[config.mk]
export PLATFORM = sky130hd
export DESIGN_NAME = dlx_fetch_unit
export DESIGN_NICKNAME = d
export VERILOG_FILES = /design/src/rtl/dlx_fetch_pkg.sv /design/src/rtl/dlx_fetch_unit_buffer.sv /design/src/rtl/dlx_fetch_unit.sv
export SDC_FILE = /design/constraint.sdc
export NUM_CORES = 1
export LEC_CHECK = 0
export CORE_ASPECT_RATIO = 1.75
export CORE_MARGIN = 5
export CORE_UTILIZATION = 54
export DETAILED_ROUTE_END_ITERATION = 10
export GPL_TIMING_DRIVEN = 0
export PLACE_DENSITY_LB_ADDON = 0.08
export SYNTH_ARGS = -nofsm -noshare
export SYNTH_HDL_FRONTEND = slang
export SYNTH_HIERARCHICAL = 1
export SYNTH_SLANG_ARGS = --single-unit
[constraint.sdc]
create_clock -name CLK -period 5.35 [get_ports CLK]
set_input_delay 1.07 -clock CLK [delete_from_list [all_inputs] [get_ports CLK]]
set_output_delay 1.07 -clock CLK [all_outputs]
set_load 0.03 [all_outputs]
[src/rtl/dlx_fetch_pkg.sv]
// Shared types for the DLX instruction-fetch stage.
//   fetch_state_t : fetch FSM states
//   fetch_entry_t : one queued fetch result {instruction word, its address}
//   INSTR_BYTES   : PC increment per instruction
package dlx_fetch_pkg;

    localparam int INSTR_BYTES = 4;
    localparam int ENTRY_IR_W  = 32;
    localparam int ENTRY_PC_W  = 32;

    typedef enum logic [1:0] {
        IDLE    = 2'd0,
        REQ     = 2'd1,
        WAIT    = 2'd2,
        DISCARD = 2'd3
    } fetch_state_t;

    typedef struct packed {
        logic [ENTRY_IR_W-1:0] ir;
        logic [ENTRY_PC_W-1:0] pc;
    } fetch_entry_t;

endpackage

[src/rtl/dlx_fetch_unit_buffer.sv]
// Two-entry FIFO holding fetched words between IRAM and decode.
//   clk, rst : clock, asynchronous active-high reset
//   flush    : discard all entries (wins over push/pop)
//   push/din : write one entry
//   pop      : remove head entry (ignored when empty)
//   head     : registered head entry
//   valid    : head entry present
//   count    : current occupancy (0..2)
module fetch_buffer
    import dlx_fetch_pkg::*;
(
    input  logic         clk,
    input  logic         rst,
    input  logic         flush,
    input  logic         push,
    input  fetch_entry_t din,
    input  logic         pop,
    output fetch_entry_t head,
    output logic         valid,
    output logic [1:0]   count
);

    fetch_entry_t entry0_reg;
    fetch_entry_t entry1_reg;
    logic [1:0]   count_reg;
    logic [1:0]   wr_idx;
    logic         do_push;
    logic         do_pop;

    assign do_pop  = pop && (count_reg != 2'd0) && !flush;
    // A full buffer accepts a push only when the head leaves the same cycle.
    assign do_push = push && !flush && ((count_reg != 2'd2) || do_pop);
    // Slot the new word lands in after any shift caused by a pop.
    assign wr_idx  = count_reg - {1'b0, do_pop};

    always_ff @(posedge clk or posedge rst) begin
        if (rst) begin
            entry0_reg <= '0;
            entry1_reg <= '0;
            count_reg  <= 2'd0;
        end else if (flush) begin
            count_reg <= 2'd0;
        end else begin
            if (do_push && (wr_idx == 2'd0)) begin
                entry0_reg <= din;
            end else if (do_pop) begin
                entry0_reg <= entry1_reg;
            end
            if (do_push && (wr_idx == 2'd1)) begin
                entry1_reg <= din;
            end
            count_reg <= count_reg + {1'b0, do_push} - {1'b0, do_pop};
        end
    end

    assign head  = entry0_reg;
    assign valid = (count_reg != 2'd0);
    assign count = count_reg;

endmodule

[src/rtl/dlx_fetch_unit.sv]
// DLX instruction-fetch stage: owns the fetch PC, issues IRAM reads, queues the
// returned words and presents {IR, PC, NPC} to decode with a valid/ready handshake.
// Branch redirects flush the queue and any in-flight read.
//   CLK, RST                   : clock, asynchronous active-high reset
//   IRAM_ADDRESS/ENABLE        : read request, held stable until IRAM_READY
//   IRAM_READY/DATA            : read response for the held request
//   BRANCH_TAKEN/TARGET        : single-cycle redirect request (target word aligned)
//   IR_OUT/PC_OUT/NPC_OUT      : head instruction, its address, address + 4
//   IR_VALID/IR_READY          : decode handshake
module dlx_fetch_unit
    import dlx_fetch_pkg::*;
#(
    parameter int                 IR_SIZE  = 32,
    parameter int                 PC_SIZE  = 32,
    parameter logic [PC_SIZE-1:0] RESET_PC = '0
) (
    input  logic               CLK,
    input  logic               RST,
    output logic [PC_SIZE-1:0] IRAM_ADDRESS,
    output logic               IRAM_ENABLE,
    input  logic               IRAM_READY,
    input  logic [IR_SIZE-1:0] IRAM_DATA,
    input  logic               BRANCH_TAKEN,
    input  logic [PC_SIZE-1:0] BRANCH_TARGET,
    output logic [IR_SIZE-1:0] IR_OUT,
    output logic [PC_SIZE-1:0] PC_OUT,
    output logic [PC_SIZE-1:0] NPC_OUT,
    output logic               IR_VALID,
    input  logic               IR_READY
);

    fetch_state_t       state_reg, state_next;
    logic [PC_SIZE-1:0] fetch_pc_reg, fetch_pc_next;
    logic [PC_SIZE-1:0] target_reg, target_next;
    logic [PC_SIZE-1:0] branch_pc;
    logic [PC_SIZE-1:0] seq_pc;
    logic [PC_SIZE-1:0] head_pc;
    logic               buf_push;
    logic               buf_pop;
    logic               buf_valid;
    logic [1:0]         buf_count;
    logic [1:0]         occ_after;
    fetch_entry_t       push_entry;
    fetch_entry_t       head_entry;

    assign branch_pc = {BRANCH_TARGET[PC_SIZE-1:2], 2'b00};
    assign seq_pc    = fetch_pc_reg + PC_SIZE'(INSTR_BYTES);

    // A redirect voids both the returning word and the decode pop of this cycle.
    assign buf_push  = (state_reg == REQ) && IRAM_READY && !BRANCH_TAKEN;
    assign buf_pop   = buf_valid && IR_READY && !BRANCH_TAKEN;
    assign occ_after = buf_count + {1'b0, buf_push} - {1'b0, buf_pop};

    assign push_entry.ir = ENTRY_IR_W'(IRAM_DATA);
    assign push_entry.pc = ENTRY_PC_W'(fetch_pc_reg);

    always_comb begin
        state_next    = state_reg;
        fetch_pc_next = fetch_pc_reg;
        target_next   = target_reg;
        if (BRANCH_TAKEN) begin
            if (((state_reg == REQ) || (state_reg == DISCARD)) && !IRAM_READY) begin
                // Read still outstanding: wait it out, then jump (last redirect wins).
                state_next  = DISCARD;
                target_next = branch_pc;
            end else begin
                state_next    = REQ;
                fetch_pc_next = branch_pc;
            end
        end else begin
            case (state_reg)
                IDLE: state_next = REQ;
                REQ: begin
                    if (IRAM_READY) begin
                        fetch_pc_next = seq_pc;
                        // Keep occupancy + outstanding within the two queue slots.
                        state_next    = (occ_after < 2'd2) ? REQ : WAIT;
                    end
                end
                WAIT: begin
                    if (occ_after < 2'd2) begin
                        state_next = REQ;
                    end
                end
                DISCARD: begin
                    if (IRAM_READY) begin
                        fetch_pc_next = target_reg;
                        state_next    = REQ;
                    end
                end
                default: state_next = IDLE;
            endcase
        end
    end

    always_ff @(posedge CLK or posedge RST) begin
        if (RST) begin
            state_reg    <= IDLE;
            fetch_pc_reg <= RESET_PC;
            target_reg   <= RESET_PC;
        end else begin
            state_reg    <= state_next;
            fetch_pc_reg <= fetch_pc_next;
            target_reg   <= target_next;
        end
    end

    fetch_buffer u_buffer (
        .clk   (CLK),
        .rst   (RST),
        .flush (BRANCH_TAKEN),
        .push  (buf_push),
        .din   (push_entry),
        .pop   (buf_pop),
        .head  (head_entry),
        .valid (buf_valid),
        .count (buf_count)
    );

    // During DISCARD fetch_pc still holds the stale address, so the held
    // request stays on it until the memory answers.
    assign IRAM_ENABLE  = (state_reg == REQ) || (state_reg == DISCARD);
    assign IRAM_ADDRESS = IRAM_ENABLE ? fetch_pc_reg : '0;

    // Data outputs read as zero whenever nothing valid is presented.
    assign head_pc  = head_entry.pc[PC_SIZE-1:0];
    assign IR_VALID = buf_valid;
    assign IR_OUT   = buf_valid ? head_entry.ir[IR_SIZE-1:0] : '0;
    assign PC_OUT   = buf_valid ? head_pc : '0;
    assign NPC_OUT  = buf_valid ? (head_pc + PC_SIZE'(INSTR_BYTES)) : '0;

endmodule

==> impl_metrics.env <==
export IMPL_fin_util_pct=69.4
export IMPL_p_leak_nw=5.71
export IMPL_crit_chain="nor2_1, clkbuf_1, inv_1, clkbuf_1, clkbuf_1, and3_1, nand2b_1, clkbuf_1, nor2_1, ha_1, nand3b_1, clkbuf_1, clkbuf_1, a211oi_1, a31oi_1"
export IMPL_fin_worst_skew_ns=0.00674
export IMPL_period_minus_slack_ns=5.11
export IMPL_tightest_slew_ns=0.955
export IMPL_die_x_um=119
export IMPL_grt_max_degree=99
export IMPL_hold_violations=0
export IMPL_yosysTopAreaCell="dfrtp_1"
export IMPL_crit_path_max_incr_delay_ns=0.61
export IMPL_grt_pass1_wl_um=53500
export IMPL_dp_hpwl_um=25500
export IMPL_synth_async_reset_ratio_pct=100
export IMPL_critPathCaptureType="flip-flop"
export IMPL_ant_nets=0
export IMPL_final_cells=1629
export IMPL_synth_top_cell_area_share_pct=43.2
export IMPL_clk_pin_slew_ns=0.07
export IMPL_core_area_um2=20300
export IMPL_antenna_cells=0
export IMPL_fmax_mhz=196
export IMPL_synth_simple_gate_area_share_pct=18.9
export IMPL_wl_um=34100
export IMPL_irDropWorstVdd_v=0.000220
export IMPL_vias=9907
export IMPL_n_fill_cell=1623
export IMPL_cap_violations=0
export IMPL_synthTopCellsByArea="dfrtp_1 43%, mux2_4 8.1%, and2_1 6.2%"
export IMPL_die_area_um2=23700
export IMPL_initial_core_util_pct=54.9
export IMPL_synth_edff_count=0
export IMPL_cp_common_cell="clkbuf_1"
export IMPL_slowest_stage="clkbuf_1"
export IMPL_cts_buffers=17
export IMPL_drt_iter0_drc=686
export IMPL_grt_ovfl_total=0
export IMPL_outcome="finished, final reports clean"
export IMPL_crit_family="buffers and inverters"
export IMPL_cts_tree="built"
export IMPL_required_ns=5.69
export IMPL_p_total_mw=4.63
export IMPL_layout_drive_gt1_share_pct=12.0
export IMPL_synth_top_flop_cell="dfrtp_1"
export IMPL_p_per_area_nw_per_um2=329
export IMPL_postCtsHoldBufs=0
export IMPL_route_detailed_drc=0
export IMPL_r2r_start="u_buffer/count[1]$_DFF_PP0_"
export IMPL_synth_top_family_by_area="simple AND/OR/NAND/NOR gates"
export IMPL_port_buffers=194
export IMPL_rsz0062_at_grt="false"
export IMPL_netlist_area_um2=11100
export IMPL_seq_area_frac_synth_pct=43.2
export IMPL_synthXorXnorAreaFrac_pct=2.44
export IMPL_hp_start="target_reg[19]$_DFFE_PP0P_"
export IMPL_synth_seq_cells=192
export IMPL_critPathLaunch="u_buffer/count[1]$_DFF_PP0_"
export IMPL_synth_compound_area_share_pct=17.5
export IMPL_h_tree_depth=4
export IMPL_clk_latency_ns=0.43
export IMPL_worst_path_buf_inv=7
export IMPL_crit_fanout=15
export IMPL_clockBufferDepth=2
export IMPL_postCtsSetupBuffers=0
export IMPL_yosys_area_share_adder_pct=0.674
export IMPL_synth_common_cells="192 x dfrtp_1, 111 x and2_1, 104 x o21ai_0"
export IMPL_dp_cells=1597
export IMPL_setup_violations=0
export IMPL_place_congestion=0.901
export IMPL_slew_viol_final=0
export IMPL_detail_route_wl_per_cell_um=20.9
export IMPL_grtUsageTotal_pct=28.1
export IMPL_die_h_um=200
export IMPL_start_kind="flip-flop"
export IMPL_avgSynthCellArea_um2=9.70
export IMPL_cts_resized_gates=0
export IMPL_first_pass_iters=7
export IMPL_relSlewSlack_pct=35.8
export IMPL_netlist_instances=1148
export IMPL_cts_root_buffer="clkbuf_16"
export IMPL_ios=199
export IMPL_muxShareOfSynthArea_pct=12.4
export IMPL_grt_pass1_vias=10185
export IMPL_synth_distinct_cells=62
export IMPL_clock_sinks=192
export IMPL_worstPathArrival_ns=5.46
export IMPL_antenna_found_initial=0
export IMPL_period_share_pct=95.6
export IMPL_vias_per_cell=6.08
export IMPL_ys_warn_count=6
export IMPL_fin_nets=1443
export IMPL_fp_row_count=69
export IMPL_hp_class="reg2reg"
export IMPL_synth_most_common_cell="dfrtp_1"
export IMPL_area_growth_pct=26.4
export IMPL_critical_path_class="reg2reg"
## cells by family (layout without fill, tap and decap cells)
group	after synthesis	count (layout)
AO/OA/AOI/OAI	311	311
flip-flops	192	192
multiplexers	103	103
other	1	6
buffers and inverters	123	351
XOR/XNOR	31	31
AND/OR/NAND/NOR	381	381
adder cells (fa/ha/maj)	6	6
## per-layer routing
| layer | part of all wire (%) | global-route usage (%) | vias to the layer above | wire (um) |
|---|---|---|---|---|
| li1 | - | - | 4635 | - |
| met1 | 38 | 31.2 | 4763 | 12900 |
| met2 | 52 | 51.2 | 405 | 17900 |
| met3 | 4.8 | 4.20 | 104 | 1640 |
| met4 | 4.9 | 15.6 | 0 | 1680 |
| met5 | 0 | 0 | - | 0 |
## cell usage in the layout, fill, tap and decap left out, types with 4 or more instances in the layout
cell,count
a211o_1,4
a211oi_1,70
a21o_1,4
a21oi_1,28
a31oi_1,76
and2_1,111
and3_1,20
and4_1,7
buf_1,9
buf_2,7
buf_4,4
buf_6,8
clkbuf_1,80
clkbuf_16,17
clkdlybuf4s50_1,194
conb_1,6
dfrtp_1,192
ha_1,6
inv_1,13
mux2_2,42
mux2_4,60
nand2_1,46
nand2b_1,4
nand3_1,90
nand4_1,13
nor2_1,39
nor2b_1,16
nor3_1,12
nor4_1,5
o21ai_0,104
or3_1,4
xnor2_1,15
xor2_1,16
## worst reg2reg max path: cells and delay by family (launching register included)
kind                     cells  cell delay (ns)
buffers and inverters        7             2.95
AND/OR/NAND/NOR              5             0.99
flip-flops                   1             0.47
AO/OA/AOI/OAI                2             0.33
adder cells (fa/ha/maj)      1             0.29
## stage by stage
| step | TNS, ns | cell area [um^2] | worst slack [ns] | hold slack [ns] |
|---|---|---|---|---|
| final | 0 | 14100 | 0.237 | 0.502 |
| after global routing | 0 | 14100 | 0.0206 | 0.517 |
| after CTS | 0 | 14100 | 0.322 | 0.504 |
| after detailed placement | 0 | 13500 | 0.202 | 0.488 |
| after global placement | -148.58 | 13400 | -1.16 | 0.480 |
| after floorplan | 0 | 11200 | 0.811 | 0.465 |
## final timing paths
kind                                                       end  slack [ns]  cells past startpoint
setup reg to reg                 u_buffer/head[39]$_DFFE_PP0P_        0.24                     15
max in group asynchronous  u_buffer/entry1_reg[33]$_DFFE_PP0P_        3.51                      3
hold / removal                      target_reg[19]$_DFFE_PP0P_        0.50                      1
setup / recovery                 u_buffer/head[39]$_DFFE_PP0P_        0.24                     15
min in group asynchronous   u_buffer/entry1_reg[4]$_DFFE_PP0P_        1.03                      2
hold reg to reg                     target_reg[19]$_DFFE_PP0P_        0.50                      1
## power breakdown
part / leakage, nW / switching [mW] / internal [mW]
clock: 0.301 / 0.566 / 0.764
sequential: 2.33 / 0.304 / 1.76
combinational: 3.07 / 0.636 / 0.602
total: 5.71 / 1.51 / 3.12
## final cells by class
| cell class | instances | area, um^2 | area share (%) |
|---|---|---|---|
| Multi-Input combinational cell | 838 | 5800 | 41.2 |
| Sequential cell | 192 | 4800 | 34.1 |
| Timing Repair Buffer | 196 | 1990 | 14.1 |
| Buffer | 108 | 490 | 3.49 |
| Clock buffer | 20 | 457 | 3.25 |
| Tap cell | 248 | 310 | 2.21 |
| Clock inverter | 12 | 156 | 1.11 |
| Inverter | 15 | 61.3 | 0.436 |
No activity file was read; power rests on OpenSTA's default activity.
